==> config.mk <==
export PLATFORM = sky130hd
export DESIGN_NAME = fpu_seq_ctrl
export DESIGN_NICKNAME = d
export VERILOG_FILES = /design/src/rtl/fpu_seq_ctrl.sv
export SDC_FILE = /design/constraint.sdc
export NUM_CORES = 1
export LEC_CHECK = 0
export CORE_AREA = 8 8 57 59
export DETAILED_ROUTE_END_ITERATION = 8
export DIE_AREA = 0 0 65 67
export PLACE_DENSITY_LB_ADDON = 0.15
export SYNTH_ARGS = -nofsm -noshare
export SYNTH_HDL_FRONTEND = slang
export SYNTH_SLANG_ARGS = --single-unit
==> constraint.sdc <==
create_clock -name clk -period 5.2 [get_ports clk]
set_clock_uncertainty 0.1 [all_clocks]
set_input_delay 1.04 -clock clk [delete_from_list [all_inputs] [get_ports clk]]
set_output_delay 1.04 -clock clk [all_outputs]
set_load 0.05 [all_outputs]
==> src/rtl/fpu_seq_ctrl.sv <==
// fpu_seq_ctrl: issue, latency sequencing, hazard stall and writeback arbitration for a non-pipelined FPU.
module fpu_seq_ctrl #(
   parameter int LAT_ADD = 3,
   parameter int LAT_MUL = 4,
   parameter int LAT_DIV = 12
) (
   input  logic       clk,
   input  logic       rst,
   input  logic       id_valid,
   input  logic       id_is_fpu,
   input  logic [2:0] id_op,
   input  logic [4:0] id_rs1,
   input  logic [4:0] id_rs2,
   input  logic [4:0] id_rd,
   input  logic       id_rs1_f,
   input  logic       id_rs2_f,
   input  logic       id_rd_f,
   input  logic       flush,
   input  logic       int_wb_req,
   output logic       stall,
   output logic       fpu_start,
   output logic [2:0] fpu_op,
   output logic       wb_f_en,
   output logic       wb_i_en,
   output logic [4:0] wb_addr,
   output logic       busy
);
   typedef enum logic [1:0] {IDLE, EXEC, DONE} state_t;
   state_t state, state_n;
   logic [4:0] cnt, cnt_n, prd, lat_m1;
   logic       prd_f, issue, hazard, reg_live, src_hit, waw_hit, retire;
   always_comb begin
      lat_m1   = id_op[2] ? 5'd0 : id_op[1] ? (id_op[0] ? 5'(LAT_DIV - 1) : 5'(LAT_MUL - 1)) : 5'(LAT_ADD - 1);
      reg_live = prd_f | (prd != 5'd0);
      src_hit  = (id_rs1 == prd && id_rs1_f == prd_f) | (id_rs2 == prd && id_rs2_f == prd_f);
      waw_hit  = id_rd == prd && id_rd_f == prd_f;
      hazard   = (state != IDLE) & (id_is_fpu | (reg_live & (src_hit | waw_hit)));
      stall    = rst & id_valid & ~flush & hazard;
      issue    = rst & (state == IDLE) & id_valid & id_is_fpu & ~flush;
      fpu_start = issue;
      wb_f_en  = rst & (state == DONE) & prd_f;
      wb_i_en  = rst & (state == DONE) & ~prd_f & (prd != 5'd0) & ~int_wb_req;
      wb_addr  = (wb_f_en | wb_i_en) ? prd : 5'd0;
      busy     = state != IDLE;
      // an integer result waits while the integer pipeline owns the WB port
      retire   = prd_f | (prd == 5'd0) | ~int_wb_req;
   end
   always_comb begin
      state_n = state;
      cnt_n   = cnt;
      case (state)
         IDLE: if (issue) begin
            state_n = (lat_m1 == 5'd0) ? DONE : EXEC;
            cnt_n   = lat_m1;
         end
         EXEC: begin
            state_n = (cnt <= 5'd1) ? DONE : EXEC;
            cnt_n   = (cnt <= 5'd1) ? 5'd0 : cnt - 5'd1;
         end
         DONE: state_n = retire ? IDLE : DONE;
         default: state_n = IDLE;
      endcase
   end
   always_ff @(posedge clk) begin
      if (!rst) begin
         state  <= IDLE;
         cnt    <= 5'd0;
         fpu_op <= 3'd0;
         prd    <= 5'd0;
         prd_f  <= 1'b0;
      end else begin
         state <= state_n;
         cnt   <= cnt_n;
         if (issue) begin
            fpu_op <= id_op;
            prd    <= id_rd;
            prd_f  <= id_rd_f;
         end
      end
   end
endmodule

==> impl_metrics.env <==
export IMPL_combPwrFrac=0.233
export IMPL_pre_cts_slack_ns=0.701
export IMPL_syn_inst=138
export IMPL_fmax_mhz=222
export IMPL_tightest_slew_ns=0.510
export IMPL_post_route_min_period_ns=4.51
export IMPL_fp_dieArea_um2=4360
export IMPL_ir_drop_mv=0.115
export IMPL_num_io_pins=40
export IMPL_vias_per_cell=5.19
export IMPL_cts_hold_buf=0
export IMPL_seq_area_frac_synth=0.307
export IMPL_tns_ns=0
export IMPL_outcome="finished clean"
export IMPL_clock_latency_ns=0.28
export IMPL_port_buffers=39
export IMPL_grt_first_pass_wirelength_mm=4.64
export IMPL_power_density_nw_per_um2=173
export IMPL_gr_total_overflow=0
export IMPL_dieWidth_um=65
export IMPL_intPower_w=0.000184
export IMPL_cts_num_sinks=16
export IMPL_n_fill_cell=239
export IMPL_clockBufferDepth=2
export IMPL_p_clk_frac=0.248
export IMPL_post_drt_wl_per_cell_um=14.8
export IMPL_drt_iter0_drc=20
export IMPL_crit_type="in2out"
export IMPL_path_cells="clkdlybuf4s50_1, and4b_1, nand2_1, inv_1, clkdlybuf4s50_1"
export IMPL_start_kind="input port"
export IMPL_drc=0
export IMPL_grt_start_max_net_pins=14
export IMPL_finalWirelength_mm=3.00
export IMPL_antenna_left=0
export IMPL_rsz0062_at_grt="no"
export IMPL_final_core_util=0.614
export IMPL_crit_path_max_fanout=11
export IMPL_cts_resized=0
export IMPL_slowest_stage="clkdlybuf4s50_1"
export IMPL_cts_clk_slew_worst_paths_ns=0.08
export IMPL_design_area_um2=1450
export IMPL_num_antenna_cells=0
export IMPL_mostFrequentLayoutCells="clkdlybuf4s50_1 (39), nand2_1 (22), xor2_1 (17), a21oi_1 (16), dfxtp_1 (16)"
export IMPL_crit_family="buffers and inverters"
export IMPL_htreeDepth=1
export IMPL_pwr_share_seq=0.518
export IMPL_setup_viol=0
export IMPL_nets=203
export IMPL_chipHeight_um=67
export IMPL_hold_class="reg2reg"
export IMPL_cap_violations=0
export IMPL_drive_above_1_share=0.0291
export IMPL_area_growth_pct=39.4
export IMPL_total_power_w=0.000251
export IMPL_synth_nets=167
export IMPL_cts_tree="done"
export IMPL_antenna_found_initial=0
export IMPL_crit_buf_inv=3
export IMPL_switchingPower_w=0.0000671
export IMPL_final_common_cell="clkdlybuf4s50_1"
export IMPL_period_share=0.868
export IMPL_syn_avg_cell_area_um2=7.55
export IMPL_swShare=0.267
export IMPL_postCtsSetupBuffers=0
export IMPL_final_hold_viol_count=0
export IMPL_firstDrtPassIters=4
export IMPL_p_leak_nw=0.567
export IMPL_endpoint_kind="output port"
export IMPL_place_hpwl_mm=2.42
export IMPL_arrival_ns=3.37
export IMPL_initial_utilization=0.441
export IMPL_cp_data_required_time_ns=4.06
export IMPL_dr_total_vias=1049
export IMPL_core_um2=2360
export IMPL_grt_pass1_vias=1047
export IMPL_placedInstanceArea_um2=1430
export IMPL_max_slew_margin=0.659
export IMPL_gp_congestion=0.852
export IMPL_slew_viol_final=0
export IMPL_ys_types=34
export IMPL_ys_ff_latch=16
export IMPL_cpMostUsedCell="clkdlybuf4s50_1"
export IMPL_grt_usage=0.133
export IMPL_cts_root_buf="clkbuf_4"
export IMPL_worst_slack_ns=0.686
export IMPL_numCtsBuffers=3
export IMPL_syn_area_um2=1040
export IMPL_crit_path_max_incr_delay_ns=0.88
export IMPL_yosys_warnings=0
export IMPL_row_count=18
## layout make-up
class / instances / area, um^2 / share of cell area
clock buffers: 3 / 22.5 / 0.0155
inverters: 8 / 30.0 / 0.0207
multi-input cells: 106 / 652 / 0.449
flip-flops and latches: 16 / 320 / 0.220
well taps: 30 / 37.5 / 0.0258
repair buffers: 39 / 390 / 0.269
## Yosys cell counts (all sizes together)
| master | count | share of area |
|---|---|---|
| a211oi | 1 | 0.0072 |
| a21boi | 1 | 0.011 |
| a21oi | 16 | 0.077 |
| a22oi | 2 | 0.014 |
| a31oi | 3 | 0.018 |
| a32oi | 1 | 0.0084 |
| and2 | 5 | 0.030 |
| and2b | 1 | 0.0072 |
| and4b | 1 | 0.0096 |
| buf | 3 | 0.020 |
| clkbuf | 5 | 0.018 |
| dfxtp | 16 | 0.31 |
| ha | 2 | 0.024 |
| inv | 8 | 0.029 |
| nand2 | 22 | 0.079 |
| nand2b | 1 | 0.0060 |
| nand3 | 3 | 0.014 |
| nand3b | 1 | 0.0072 |
| nand4 | 1 | 0.0060 |
| nand4b | 1 | 0.0084 |
| nor2 | 8 | 0.029 |
| nor3 | 3 | 0.014 |
| nor4 | 3 | 0.018 |
| nor4b | 1 | 0.0084 |
| o21ai | 3 | 0.014 |
| o21bai | 2 | 0.014 |
| o221a | 1 | 0.011 |
| o31ai | 1 | 0.0072 |
| or2 | 1 | 0.0060 |
| or3b | 1 | 0.0084 |
| or4 | 1 | 0.0072 |
| xnor2 | 2 | 0.017 |
| xor2 | 17 | 0.14 |
## power by group through the flow
stage | Combinational, W | Sequential, W | Clock (W)
global route | 0.0000639 | 0.000131 | 0.0000697
detailed placement | 0.0000583 | 0.000133 | 0
global placement | 0.0000565 | 0.000133 | 0
finish | 0.0000586 | 0.000130 | 0.0000624
floorplan | 0.0000285 | 0.000132 | 0
CTS | 0.0000587 | 0.000130 | 0.0000647
## flip-flops by register name, summed over array words and instances, names as in the netlist
| register | flops |
|---|---|
| cnt | 5 |
| prd | 5 |
| fpu_op | 3 |
| state | 2 |
| prd_f | 1 |
## kinds of logic (layout without fill, tap and decap cells)
logic type / Yosys count / count (layout) / share of synthesized area
simple gates: 54 / 54 / 0.259
flops: 16 / 16 / 0.307
xor+xnor: 19 / 19 / 0.160
fa+ha+maj: 2 / 2 / 0.0240
compound gates: 31 / 31 / 0.182
buf+inv: 16 / 50 / 0.0672
## worst register-to-register path: stages, from the launching register on
cell and delay (ns):
dfxtp_1 0.39, inv_1 0.08, ha_1 0.17, o21bai_1 0.17, a21boi_2 0.29, or3b_1 0.38
a31oi_1 0.13
## stage by stage
stage | cells | hold slack [ns]
after detailed placement | 199 | 0.349
after global routing | 202 | 0.391
after floorplan | 138 | 0.376
after CTS | 202 | 0.365
final | 202 | 0.369
after global placement | 199 | 0.356
## worst paths after layout
| kind | startpoint | to | slack [ns] | depth (start not counted) |
|---|---|---|---|---|
| setup / recovery | rst | fpu_start | 0.69 | 5 |
| hold reg to reg | fpu_op[0] | fpu_op[0] | 0.37 | 2 |
| hold / removal | fpu_op[0] | fpu_op[0] | 0.37 | 2 |
| setup reg to reg | cnt[1] | cnt[4] | 3.42 | 6 |
## layer usage
layer / vias up / global-route usage / share of wire
met3: 2 / 0.0487 / 0.077
met2: 29 / 0.227 / 0.48
met1: 478 / 0.149 / 0.44
li1: 540 / - / -
met5: - / 0 / 0
met4: 0 / 0.0490 / 0.0063
Power figures use the tool's default switching activity.
